[config.mk]
export PLATFORM = sky130hd
export DESIGN_NAME = pfs_detect_accum
export DESIGN_NICKNAME = d
export VERILOG_FILES = /design/src/rtl/pfs_detect_accum.sv
export SDC_FILE = /design/constraint.sdc
export NUM_CORES = 1
export LEC_CHECK = 0
export CORE_ASPECT_RATIO = 1.4
export CORE_MARGIN = 10
export CORE_UTILIZATION = 45
export DETAILED_ROUTE_END_ITERATION = 12
export MAX_ROUTING_LAYER = met4
export PLACE_DENSITY = 0.82
export SYNTH_ARGS = -nofsm -noshare
export SYNTH_HDL_FRONTEND = slang
export SYNTH_SLANG_ARGS = --single-unit
[constraint.sdc]
create_clock -name clk -period 4.45 [get_ports clk]
set_input_delay 0.445 -clock clk [delete_from_list [all_inputs] [get_ports clk]]
set_output_delay 0.445 -clock clk [all_outputs]
set_load 0.005 [all_outputs]
[src/rtl/pfs_detect_accum.sv]
// Fault-detection accumulator for the bit-parallel CUT evaluator: collects a sticky mask of
// faulty machines whose output differs from the good machine, with fault dropping.
module pfs_detect_accum #(
   parameter int WIDTH = 8,
   parameter int CNT_W = 4,
   parameter int PAT_W = 16
) (
   input  logic             clk,
   input  logic             rst_n,
   input  logic             start,
   input  logic [WIDTH-1:0] active_mask,
   input  logic             in_valid,
   output logic             in_ready,
   input  logic             good_out,
   input  logic [WIDTH-1:0] fault_out,
   input  logic             pat_last,
   output logic [WIDTH-1:0] det_mask,
   output logic [CNT_W-1:0] det_count,
   output logic [PAT_W-1:0] pat_count,
   output logic             all_det,
   output logic             busy,
   output logic             done
);

   typedef enum logic [1:0] {S_IDLE, S_RUN, S_COUNT, S_DONE} state_t;

   state_t           r_state;
   state_t           w_nxt_state;
   logic [WIDTH-1:0] r_act_mask;
   logic [WIDTH-1:0] r_det_mask;
   logic [CNT_W-1:0] r_det_count;
   logic [PAT_W-1:0] r_pat_count;
   logic             r_all_det;

   logic             w_accept;
   logic [WIDTH-1:0] w_diff;
   logic [WIDTH-1:0] w_nxt_mask;
   logic             w_drop;

   function automatic logic [CNT_W-1:0] popcount(input logic [WIDTH-1:0] m);
      logic [CNT_W-1:0] c;
      c = '0;
      for (int i = 0; i < WIDTH; i++) c = c + CNT_W'(m[i]);
      return c;
   endfunction

   // Pattern counter holds at all-ones rather than wrapping.
   function automatic logic [PAT_W-1:0] sat_inc(input logic [PAT_W-1:0] v);
      return (&v) ? v : v + PAT_W'(1);
   endfunction

   assign w_accept   = in_valid && (r_state == S_RUN);
   assign w_diff     = (fault_out ^ {WIDTH{good_out}}) & r_act_mask;
   assign w_nxt_mask = r_det_mask | w_diff;
   assign w_drop     = (w_nxt_mask == r_act_mask);

   always_comb begin
      w_nxt_state = r_state;
      case (r_state)
         S_IDLE:  if (start) w_nxt_state = S_RUN;
         S_RUN:   if (w_accept && (w_drop || pat_last)) w_nxt_state = S_COUNT;
         S_COUNT: w_nxt_state = S_DONE;
         S_DONE:  w_nxt_state = S_IDLE;
         default: w_nxt_state = S_IDLE;
      endcase
   end

   always_ff @(posedge clk or negedge rst_n) begin
      if (!rst_n) begin
         r_state     <= S_IDLE;
         r_act_mask  <= '0;
         r_det_mask  <= '0;
         r_det_count <= '0;
         r_pat_count <= '0;
         r_all_det   <= 1'b0;
      end else begin
         r_state <= w_nxt_state;
         if (r_state == S_IDLE && start) begin
            r_act_mask  <= active_mask;
            r_det_mask  <= '0;
            r_det_count <= '0;
            r_pat_count <= '0;
            r_all_det   <= 1'b0;
         end
         if (w_accept) begin
            r_det_mask  <= w_nxt_mask;
            r_pat_count <= sat_inc(r_pat_count);
            if (w_drop) r_all_det <= 1'b1;
         end
         // Count is taken from the settled mask so it is stable by the time done fires.
         if (r_state == S_COUNT) r_det_count <= popcount(r_det_mask);
      end
   end

   assign in_ready  = (r_state == S_RUN);
   assign busy      = (r_state != S_IDLE);
   assign done      = (r_state == S_DONE);
   assign det_mask  = r_det_mask;
   assign det_count = r_det_count;
   assign pat_count = r_pat_count;
   assign all_det   = r_all_det;

endmodule
==> Flow_metrics.wiki, run 1 <==
{| class="wikitable"
! Metric !! Value
|-
| Tightest Hold Check Type || in2async
|-
| Post-detail-place hpwl || 4.52 mm
|-
| Sequential cell area fraction in the yosys report || 0.430
|-
| Effective utilization at floorplan || 0.465
|-
| Clock slew at the register clock pins of the worst setup and hold paths || 90 ps
|-
| Diodes inserted || 0
|-
| Wirelength, routed || 5.84 mm
|-
| Die Outline Area || 8330 sq um
|-
| Number of vias after detailed routing || 1905
|-
| Resize count post-CTS || 0
|-
| Required time at the endpoint of the critical path || 4630 ps
|-
| Global-route wire length before repair || 9.45 mm
|-
| Setup repair after global routing missed its margin || false
|-
| Mean instance size in the synthesized netlist || 9.79 sq um
|-
| Final Cycle Share || 0.683
|-
| Worst-Skew Late Latency || 300 ps
|-
| Fillers || 413
|-
| Number of cells after detailed placement || 344
|-
| Routed via count divided by cell count || 5.41
|-
| Remaining Overflow, GRT || 0
|-
| CTS Hold Bufs || 0
|-
| Number of register bits inferred by synthesis || 39
|-
| Num ports || 54
|-
| Max Cap Violations || 0
|-
| CP top delay family || adder cells
|-
| Area growth from synthesis to final layout || 30.7%
|-
| Critical Path Fanout Max || 6
|-
| DRT Pass-1 Iters || 4
|-
| Async S/R FF share, synth || 1.00
|-
| Floorplan die width || 80.0 um
|-
| Total cell area at the placement stage || 2850 sq um
|-
| Number of standard cells in the final layout excluding fillers || 352
|-
| Iter 0 DRT Violations || 160
|-
| Number of synthesis warnings || 0
|-
| Number of enable-type register cells in the synthesized netlist || 0
|-
| Floorplan row count || 30
|-
| Length in cells of the worst reg-to-reg path || 11
|-
| Hold Vio Cnt, Final || 0
|-
| NumNets Final || 322
|-
| Most common cell after layout, fill and taps aside || sky130_fd_sc_hd__clkdlybuf4s50_1
|-
| Max rail drop VDD || 0.426 mV
|-
| Transition at the pin with the smallest max-transition slack || 857 ps
|-
| Maximum buffer depth of the clock tree || 2
|-
| Summed instance area of the synthesized netlist || 2270 sq um
|-
| Net count after synthesis || 267
|-
| TritonCTS Buffers || 5
|-
| Outcome || completed
|-
| Cell mode on critical path || sky130_fd_sc_hd__fa_1
|-
| Final sum of negative setup slack || 0 ps
|-
| Highest-count cells in the layout ignoring fill and taps || sky130_fd_sc_hd__clkdlybuf4s50_1 (52), sky130_fd_sc_hd__dfrtp_1 (39), sky130_fd_sc_hd__nand2_1 (25), sky130_fd_sc_hd__a21oi_1 (20), sky130_fd_sc_hd__inv_1 (16)
|-
| Pin count of the biggest net entering global routing || 40
|-
| Vertical extent of the die || 104 um
|-
| Classification of the worst setup path || reg2reg
|-
| Instance count on the critical path || 11
|-
| Dominant synthesized flop cell || sky130_fd_sc_hd__dfrtp_1
|-
| Total global routing track utilization || 0.143
|-
| Minimum setup slack among reg-to-reg paths || 1410 ps
|-
| Pins over their slew limit || 0
|-
| Storage element area || 976 sq um
|-
| TritonCTS clock tree || done
|-
| Via count of the first global-routing pass || 2002
|-
| Clock Tree Root || sky130_fd_sc_hd__clkbuf_8
|-
| LEAKAGE || 1.26 nW
|-
| H-Tree Depth || 2
|-
| Clock period minus final worst setup slack || 3040 ps
|-
| Achievable frequency || 329 MHz
|-
| Post-DR wirelength/cell || 16.6 um
|-
| Fin Clk Skew || 13.6 ps
|-
| Detail Route Antenna Nets || 0
|-
| Worst Path Buf+Inv || 3
|-
| Initial antenna violation count || 0
|-
| Floorplan Core Area || 4880 sq um
|-
| Final instance area || 2970 sq um
|-
| Startpoint of the worst-slack reg-to-reg timing path || det_mask[0]
|-
| Routability cong. || 0.923
|-
| Clock tree sinks || 39
|-
| DRC || 0
|-
| Power density normalized to cell area || 477 nW/um^2
|-
| Stage delay of the slowest cell on the critical path || 560 ps
|-
| Max transition margin || 0.429
|-
| Cell with the largest stage delay on the worst path || sky130_fd_sc_hd__fa_1
|-
| FF-to-FF End || det_count[2]
|-
| Critical Path Sink Type || flop
|-
| Number of distinct library cells after synthesis || 44
|-
| Hold WS || 243 ps
|-
| Setup violation total in the final timing report || 0
|-
| Cell count after synthesis || 232
|-
| Buffer count from post-CTS setup fixing || 0
|-
| Cell chain of the critical path || fa_1, inv_1, fa_1, fa_1, inv_1, ha_1, inv_1, fa_1, xnor2_1, nand2_1, o21ai_0
|-
| Count of port buffers added during placement || 53
|-
| Ratio of cells with drive above 1 in the final layout || 0.0972
|-
| Area occupied by multi-input gates || 1200 sq um
|-
| Data arrival at the endpoint of the critical path || 3220 ps
|-
| Type of origin of the critical path || flop
|}
cells by family (layout without fill, tap and decap cells):
logic type	Yosys count	after routing	synth area share
AOI/OAI and AO/OA	51	51	0.136
DFF	39	39	0.430
xor gates and xnor gates	9	9	0.0347
adders and majority gates	13	13	0.0849
buffers and inverters	22	78	0.0402
and+or+nand+nor	78	78	0.179
muxes	20	20	0.0953
how the worst max path moves through the flow:
stage,slack [ps],start,endpoint
after detailed placement,1410,det_mask[0],det_count[2]
after CTS,1410,det_mask[0],det_count[2]
after floorplan,1570,det_mask[0],det_count[2]
final,1410,det_mask[0],det_count[2]
after global routing,1300,det_mask[0],det_count[2]
after global placement,1510,det_mask[0],det_count[2]
report_power, final:
part	internal [W]	total, W	switching, W	leakage, nW
Clock	0.000169	0.000308	0.000139	0.0548
Combinational	0.000299	0.000573	0.000274	0.690
Sequential	0.000439	0.000533	0.0000947	0.517
worst reg2reg max path: stages, from the launching register on:
cell and delay [ps]:
sky130_fd_sc_hd__dfrtp_1 450, sky130_fd_sc_hd__fa_1 560, sky130_fd_sc_hd__inv_1 50, sky130_fd_sc_hd__fa_1 490, sky130_fd_sc_hd__fa_1 410, sky130_fd_sc_hd__inv_1 70
sky130_fd_sc_hd__ha_1 150, sky130_fd_sc_hd__inv_1 60, sky130_fd_sc_hd__fa_1 380, sky130_fd_sc_hd__xnor2_1 150, sky130_fd_sc_hd__nand2_1 70, sky130_fd_sc_hd__o21ai_0 80
synthesized netlist by cell type (all sizes together) (2+ instances only):
cell type   n  area, sq um
inv        16         60.1
o22a        2         17.5
dfrtp      39          976
and3        3         20.0
a31oi       3         18.8
or3         2         12.5
nor3        3         20.0
nand2b      3         18.8
fa          4         80.1
o21ai      11         55.1
o31ai       3         22.5
nor3b       7         52.6
mux2       10          116
xor2        8         70.1
nor2       15         58.8
o211ai      4         35.0
nand2      25         93.8
nor4        2         12.5
o22ai       4         25.0
ha          9          113
clkbuf      2         7.51
mux2i      10          100
nand4       5         37.5
nand3       9         50.1
a21oi      20          100
buf         4         23.8
and4        2         17.5
routing by layer:
| metal | share of wire | up-vias | track usage |
|---|---|---|---|
| met4 | 0.024 | 0 | 0.0543 |
| met3 | 0.049 | 11 | 0.0381 |
| li1 | - | 927 | - |
| met1 | 0.37 | 916 | 0.140 |
| met2 | 0.56 | 51 | 0.257 |
| met5 | 0 | - | - |
sequential cells by signal, summed over array words and instances, names as in the netlist:
signal,count
r_act_mask,8
all_det,1
det_count,4
r_state,2
det_mask,8
pat_count,16
layout make-up:
type                    instances  area share
inverters                      16      0.0202
repair buffers                 54       0.180
clock buffers                   5      0.0232
well taps                      64      0.0270
multi-input cells             171       0.406
flip-flops and latches         39       0.329
clock inverters                 3      0.0156
per-stage QoR:
step                      utilization  setup WS [ps]  total power [W]
final                           0.608           1410          0.00141
after global routing            0.608           1300          0.00152
after CTS                       0.608           1410          0.00142
after detailed placement        0.585           1410          0.00112
after global placement          0.585           1510          0.00109
after floorplan                     -           1570         0.000880
Power figures use the tool's default switching activity.
==> run 2: changes to the inputs <==
- clock period: 4.45 -> 2.81 ns (I/O delays scaled with it)
==> Flow_metrics.wiki, run 2 (same netlist as run 1, synthesis figures left out) <==
{| class="wikitable"
! Metric !! Value
|-
| Outcome || complete, but fails checks (was completed)
|-
| Violated checks || negative setup slack
|-
| Cell with the largest stage delay on the worst path || sky130_fd_sc_hd__fa_1 (unchanged)
|-
| Post-detail-place hpwl || 4.32 mm (was 4.52 mm)
|-
| Diodes inserted || 0 (unchanged)
|-
| Floorplan die width || 80.0 um (unchanged)
|-
| Critical Path Sink Type || flop (unchanged)
|-
| Setup repair after global routing missed its margin || true (was false)
|-
| Floorplan row count || 30 (unchanged)
|-
| NumNets Final || 327 (was 322)
|-
| Data arrival at the endpoint of the critical path || 3070 ps (was 3220 ps)
|-
| Iter 0 DRT Violations || 116 (was 160)
|-
| DRC || 0 (unchanged)
|-
| Clock tree sinks || 39 (unchanged)
|-
| Area growth from synthesis to final layout || 32.2% (was 30.7%)
|-
| Number of cells after detailed placement || 348 (was 344)
|-
| Minimum setup slack among reg-to-reg paths || -80 ps (was 1410 ps)
|-
| Number of vias after detailed routing || 1935 (was 1905)
|-
| Clock period minus final worst setup slack || 2890 ps (was 3040 ps)
|-
| Required time at the endpoint of the critical path || 2980 ps (was 4630 ps)
|-
| Max rail drop VDD || 0.407 mV (was 0.426 mV)
|-
| Highest-count cells in the layout ignoring fill and taps || sky130_fd_sc_hd__clkdlybuf4s50_1 (52), sky130_fd_sc_hd__dfrtp_1 (39), sky130_fd_sc_hd__nand2_1 (25), sky130_fd_sc_hd__a21oi_1 (20) (was sky130_fd_sc_hd__clkdlybuf4s50_1 (52), sky130_fd_sc_hd__dfrtp_1 (39), sky130_fd_sc_hd__nand2_1 (25), sky130_fd_sc_hd__a21oi_1 (20), sky130_fd_sc_hd__inv_1 (16))
|-
| Setup Slack @ Placement || -93.8 ps (was 1410 ps)
|-
| Num ports || 54 (unchanged)
|-
| Transition at the pin with the smallest max-transition slack || 891 ps (was 857 ps)
|-
| Flip-flop count of the largest register after layout || 16 (unchanged)
|-
| Global-route wire length before repair || 9.57 mm (was 9.45 mm)
|-
| Wirelength, routed || 5.81 mm (was 5.84 mm)
|-
| DRT Pass-1 Iters || 4 (unchanged)
|-
| Fraction of power consumed by sequential logic || 0.386 (was 0.377)
|-
| Startpoint of the worst-slack reg-to-reg timing path || det_mask[0] (unchanged)
|-
| Final Cycle Share || 1.03 (was 0.683)
|-
| CTS Hold Bufs || 0 (unchanged)
|-
| Total global routing track utilization || 0.143 (about the same)
|-
| Switch Pwr || 0.000813 W (was 0.000508 W)
|-
| Power density normalized to cell area || 726 nW/um^2 (was 477 nW/um^2)
|-
| Achievable frequency || 346 MHz (was 329 MHz)
|-
| Type of origin of the critical path || flop (unchanged)
|-
| Routability cong. || 0.877 (was 0.923)
|-
| Max transition margin || 0.406 (was 0.429)
|-
| TritonCTS clock tree || done (unchanged)
|-
| Pins over their slew limit || 0 (unchanged)
|-
| FF-to-FF End || det_count[2] (unchanged)
|-
| Stage delay of the slowest cell on the critical path || 540 ps (was 560 ps)
|-
| Die Outline Area || 8330 sq um (unchanged)
|-
| Logic gate share of total power || 0.439 (was 0.405)
|-
| Critical Path Fanout Max || 2 (was 6)
|-
| Initial antenna violation count || 0 (unchanged)
|-
| Most common cell after layout, fill and taps aside || sky130_fd_sc_hd__clkdlybuf4s50_1 (unchanged)
|-
| Max Cap Violations || 0 (unchanged)
|-
| Maximum buffer depth of the clock tree || 2 (unchanged)
|-
| Tightest Hold Check Type || in2async (unchanged)
|-
| Part of the total power dissipated in the clock network || 0.175 (was 0.218)
|-
| TritonCTS Buffers || 5 (unchanged)
|-
| Sw Share || 0.373 (was 0.359)
|-
| Clock Tree Root || sky130_fd_sc_hd__clkbuf_8 (unchanged)
|-
| LEAKAGE || 1.28 nW (was 1.26 nW)
|-
| Effective utilization at floorplan || 0.465 (unchanged)
|-
| Fin Clk Skew || 6.82 ps (was 13.6 ps)
|-
| H-Tree Depth || 2 (unchanged)
|-
| Count of port buffers added during placement || 53 (unchanged)
|-
| Pin count of the biggest net entering global routing || 40 (unchanged)
|-
| Routed via count divided by cell count || 5.42 (was 5.41)
|-
| Classification of the worst setup path || reg2reg (unchanged)
|-
| Final Worst Setup Slack || -82.6 ps (was 1410 ps)
|-
| Cell mode on critical path || sky130_fd_sc_hd__fa_1 (unchanged)
|-
| Remaining Overflow, GRT || 0 (unchanged)
|-
| Via count of the first global-routing pass || 2016 (was 2002)
|-
| Cell chain of the critical path || fa_1, inv_1, fa_1, fa_1, inv_2, ha_4, inv_2, fa_2, xnor2_2, nand2_1, o21ai_1 (was fa_1, inv_1, fa_1, fa_1, inv_1, ha_1, inv_1, fa_1, xnor2_1, nand2_1, o21ai_0)
|-
| Hold Vio Cnt, Final || 0 (unchanged)
|-
| Worst-Skew Late Latency || 300 ps (about the same)
|-
| Vertical extent of the die || 104 um (unchanged)
|-
| Fillers || 413 (unchanged)
|-
| Setup violation total in the final timing report || 2 (was 0)
|-
| Length in cells of the worst reg-to-reg path || 11 (unchanged)
|-
| Ratio of cells with drive above 1 in the final layout || 0.130 (was 0.0972)
|-
| Floorplan Core Area || 4880 sq um (unchanged)
|-
| Total Power || 0.00218 W (was 0.00141 W)
|-
| Post-DR wirelength/cell || 16.3 um (was 16.6 um)
|-
| Number of standard cells in the final layout excluding fillers || 357 (was 352)
|-
| Detail Route Antenna Nets || 0 (unchanged)
|-
| Clock slew at the register clock pins of the worst setup and hold paths || 80 ps (was 90 ps)
|-
| Internal Power || 0.00137 W (was 0.000907 W)
|}
## run 2: cell count changes in the layout (fill, tap and decap cells not counted), sizes merged
cell      delta
buf          +5
inv          -1
clkinvlp     +1
clkinv       +1
bufinv       -1
## run 2: stage by stage
stage          hold slack, ps  cell area, sq um  TNS, ps  utilization
2_1_floorplan           -14.6              2270    -51.0            -
3_3_place_gp              441              2890    -64.7        0.591
3_5_place_dp              448              2890     -184        0.591
4_1_cts                   120              2980     -180        0.610
5_1_grt                   154              3000     -302        0.615
6_report                  104              3000     -133        0.615
## run 2: routing by layer
metal	track usage	up-vias	wire length (um)
met3	0.0285	10	285
met5	-	-	0
met4	0.0379	0	72
li1	-	938	-
met1	0.162	925	2370
met2	0.246	62	3090
## run 2: area by class of cell
cell class              count  area [sq um]  area share
flip-flops and latches     39           976       0.325
clock buffers               5          68.8      0.0229
multi-input cells         171          1230       0.409
repair buffers             59           571       0.190
clock inverters             3          20.0     0.00667
well taps                  64          80.1      0.0267
inverters                  16          60.1      0.0200
## run 2: critical path, delay by kind of cell, from the launching register on
family                   cells  cell delay, ps
AND/OR/NAND/NOR              1              70
AO/OA/AOI/OAI                1              60
XOR/XNOR                     1             130
buffers and inverters        3             170
adder cells (fa/ha/maj)      5            1920
flip-flops                   1             410
## run 2: worst max path at each step
stage / startpoint / endpoint / slack (ps)
3_3_place_gp: det_mask[0] / det_count[2] / -40
4_1_cts: det_mask[0] / det_count[2] / -90
2_1_floorplan: det_mask[0] / det_count[2] / -30
5_1_grt: det_mask[0] / det_count[2] / -190
6_report: det_mask[0] / det_count[2] / -80
3_5_place_dp: det_mask[0] / det_count[2] / -90
## run 2: timing repair
item,in CTS,in global routing
endpoints found under the setup margin,2,2
gates resized for setup,3,3
buffers inserted,0,1
## run 2: power by group through the flow
stage          sequential [W]  combinational, W  clock, W
2_1_floorplan        0.000819          0.000575         0
3_3_place_gp         0.000842          0.000904         0
3_5_place_dp         0.000847          0.000927         0
4_1_cts              0.000840          0.000939  0.000388
5_1_grt              0.000859           0.00107  0.000419
6_report             0.000842          0.000956  0.000381
==> run 3: changes to the inputs <==
- TNS_END_PERCENT: default -> 20
==> Flow_metrics.wiki, run 3 (same netlist as run 1, synthesis figures left out) <==
{| class="wikitable"
! Metric !! Value
|-
| Diodes inserted || 0 (unchanged)
|-
| DRT Pass-1 Iters || 4 (unchanged)
|-
| Minimum setup slack among reg-to-reg paths || -90 ps (was -80 ps)
|-
| Cell with the largest stage delay on the worst path || sky130_fd_sc_hd__fa_1 (unchanged)
|-
| Effective utilization at floorplan || 0.465 (unchanged)
|-
| Data arrival at the endpoint of the critical path || 3070 ps (about the same)
|-
| Final core occ || 0.614 (was 0.615)
|-
| Max transition margin || 0.411 (was 0.406)
|-
| NumNets Final || 326 (was 327)
|-
| Routed via count divided by cell count || 5.46 (was 5.42)
|-
| TritonCTS clock tree || done (unchanged)
|-
| Hold WS || 100 ps (was 104 ps)
|-
| TritonCTS Buffers || 5 (unchanged)
|-
| Wirelength, routed || 5.77 mm (was 5.81 mm)
|-
| Timing endpoint of the critical path || det_count[2] (unchanged)
|-
| Final Worst Setup Slack || -85.2 ps (was -82.6 ps)
|-
| Worst Path Buf+Inv || 3 (unchanged)
|-
| Fillers || 413 (unchanged)
|-
| Startpoint of the worst-slack reg-to-reg timing path || det_mask[0] (unchanged)
|-
| Total global routing track utilization || 0.143 (unchanged)
|-
| Flip-flop count of the largest register after layout || 16 (unchanged)
|-
| Power density normalized to cell area || 726 nW/um^2 (about the same)
|-
| Most common cell after layout, fill and taps aside || sky130_fd_sc_hd__clkdlybuf4s50_1 (unchanged)
|-
| Transition at the pin with the smallest max-transition slack || 884 ps (was 891 ps)
|-
| Highest-count cells in the layout ignoring fill and taps || sky130_fd_sc_hd__clkdlybuf4s50_1 (52), sky130_fd_sc_hd__dfrtp_1 (39), sky130_fd_sc_hd__nand2_1 (25), sky130_fd_sc_hd__a21oi_1 (20) (unchanged)
|-
| Num ports || 54 (unchanged)
|-
| Detail Route Antenna Nets || 0 (unchanged)
|-
| Setup violation total in the final timing report || 2 (unchanged)
|-
| Outcome || complete, but fails checks (unchanged)
|-
| Launch point of the worst path || det_mask[0] (unchanged)
|-
| Classification of the worst setup path || reg2reg (unchanged)
|-
| Post-DR wirelength/cell || 16.2 um (was 16.3 um)
|-
| Ratio of cells with drive above 1 in the final layout || 0.127 (was 0.130)
|-
| Setup Slack @ Placement || -93.8 ps (unchanged)
|-
| LEAKAGE || 1.28 nW (about the same)
|-
| Floorplan Core Area || 4880 sq um (unchanged)
|-
| Type of origin of the critical path || flop (unchanged)
|-
| Hold Vio Cnt, Final || 0 (unchanged)
|-
| DRC || 0 (unchanged)
|-
| Required time at the endpoint of the critical path || 2980 ps (about the same)
|-
| Number of vias after detailed routing || 1944 (was 1935)
|-
| Floorplan row count || 30 (unchanged)
|-
| Die Outline Area || 8330 sq um (unchanged)
|-
| Max Cap Violations || 0 (unchanged)
|-
| Cell mode on critical path || sky130_fd_sc_hd__fa_1 (unchanged)
|-
| Area growth from synthesis to final layout || 31.8% (was 32.2%)
|-
| Clock period minus final worst setup slack || 2900 ps (was 2890 ps)
|-
| Setup repair after global routing missed its margin || true (unchanged)
|-
| CP top delay family || adder cells (unchanged)
|-
| Final Cycle Share || 1.03 (about the same)
|-
| Pins over their slew limit || 0 (unchanged)
|-
| Floorplan die width || 80.0 um (unchanged)
|-
| Fin Clk Skew || 8.40 ps (was 6.82 ps)
|-
| CTS Hold Bufs || 0 (unchanged)
|-
| Global-route wire length before repair || 9.57 mm (unchanged)
|-
| Clock tree sinks || 39 (unchanged)
|-
| FF-to-FF End || det_count[2] (unchanged)
|-
| Count of port buffers added during placement || 53 (unchanged)
|-
| Initial antenna violation count || 0 (unchanged)
|-
| H-Tree Depth || 2 (unchanged)
|-
| Tightest Hold Check Type || in2async (unchanged)
|-
| Via count of the first global-routing pass || 2016 (unchanged)
|-
| Max rail drop VDD || 0.408 mV (was 0.407 mV)
|-
| Length in cells of the worst reg-to-reg path || 11 (unchanged)
|-
| Iter 0 DRT Violations || 111 (was 116)
|-
| Stage delay of the slowest cell on the critical path || 540 ps (about the same)
|-
| Pin count of the biggest net entering global routing || 40 (unchanged)
|-
| Clock slew at the register clock pins of the worst setup and hold paths || 80 ps (about the same)
|-
| Vertical extent of the die || 104 um (unchanged)
|-
| Instance count on the critical path || 11 (unchanged)
|-
| Remaining Overflow, GRT || 0 (unchanged)
|-
| Critical Path Fanout Max || 2 (unchanged)
|-
| Post-detail-place hpwl || 4.32 mm (unchanged)
|-
| Routability cong. || 0.877 (unchanged)
|-
| Violated checks || negative setup slack (unchanged)
|-
| Clock Tree Root || sky130_fd_sc_hd__clkbuf_8 (unchanged)
|-
| Worst-Skew Late Latency || 300 ps (about the same)
|-
| Maximum buffer depth of the clock tree || 2 (unchanged)
|-
| Critical Path Sink Type || flop (unchanged)
|-
| Cell chain of the critical path || fa_1, inv_1, fa_1, fa_1, inv_2, ha_4, inv_2, fa_2, xnor2_2, nand2_1, o21ai_1 (unchanged)
|-
| Achievable frequency || 345 MHz (was 346 MHz)
|}
run 3: routing by layer:
metal	vias to the layer above	routed length, um	GRT usage
met5	-	0	-
met4	0	72	0.0379
met3	10	318	0.0285
met2	68	3080	0.246
met1	929	2310	0.162
li1	937	-	-
run 3: metrics by stage:
| step | instances | power [W] | cell area (sq um) | setup TNS, ps |
|---|---|---|---|---|
| after floorplan | 232 | 0.00139 | 2270 | -51.0 |
| after global placement | 348 | 0.00175 | 2890 | -64.7 |
| after detailed placement | 348 | 0.00177 | 2890 | -184 |
| after CTS | 356 | 0.00217 | 2980 | -200 |
| after global routing | 356 | 0.00235 | 2990 | -304 |
| final | 356 | 0.00218 | 2990 | -137 |
run 3: layout make-up:
type	count	area [sq um]	share of cell area
flip-flops and latches	39	976	0.326
clock buffers	5	68.8	0.0230
multi-input cells	171	1230	0.410
inverters	16	60.1	0.0201
repair buffers	58	563	0.188
well taps	64	80.1	0.0267
clock inverters	3	20.0	0.00669
run 3: worst min path at each step:
stage	start	end	slack [ps]	cells past startpoint
CTS	rst_n	det_mask[7]	120	1
floorplan	rst_n	all_det	-10	0
finish	rst_n	r_act_mask[0]	100	1
global placement	rst_n	r_act_mask[0]	440	1
global route	rst_n	pat_count[5]	150	1
detailed placement	rst_n	r_act_mask[0]	450	1
run 3: repair_timing:
| item | 4_1_cts | 5_1_grt |
|---|---|---|
| setup endpoints to repair | 2 | 2 |
| buffers inserted | 0 | 0 |
| resized for setup | 2 | 4 |
run 3: report_power, final:
| part | switching, W | leakage (nW) | internal, W |
|---|---|---|---|
| logic | 0.000455 | 0.718 | 0.000496 |
| registers | 0.000147 | 0.517 | 0.000695 |
| clock network | 0.000210 | 0.0402 | 0.000173 |
| total | 0.000812 | 1.28 | 0.00136 |
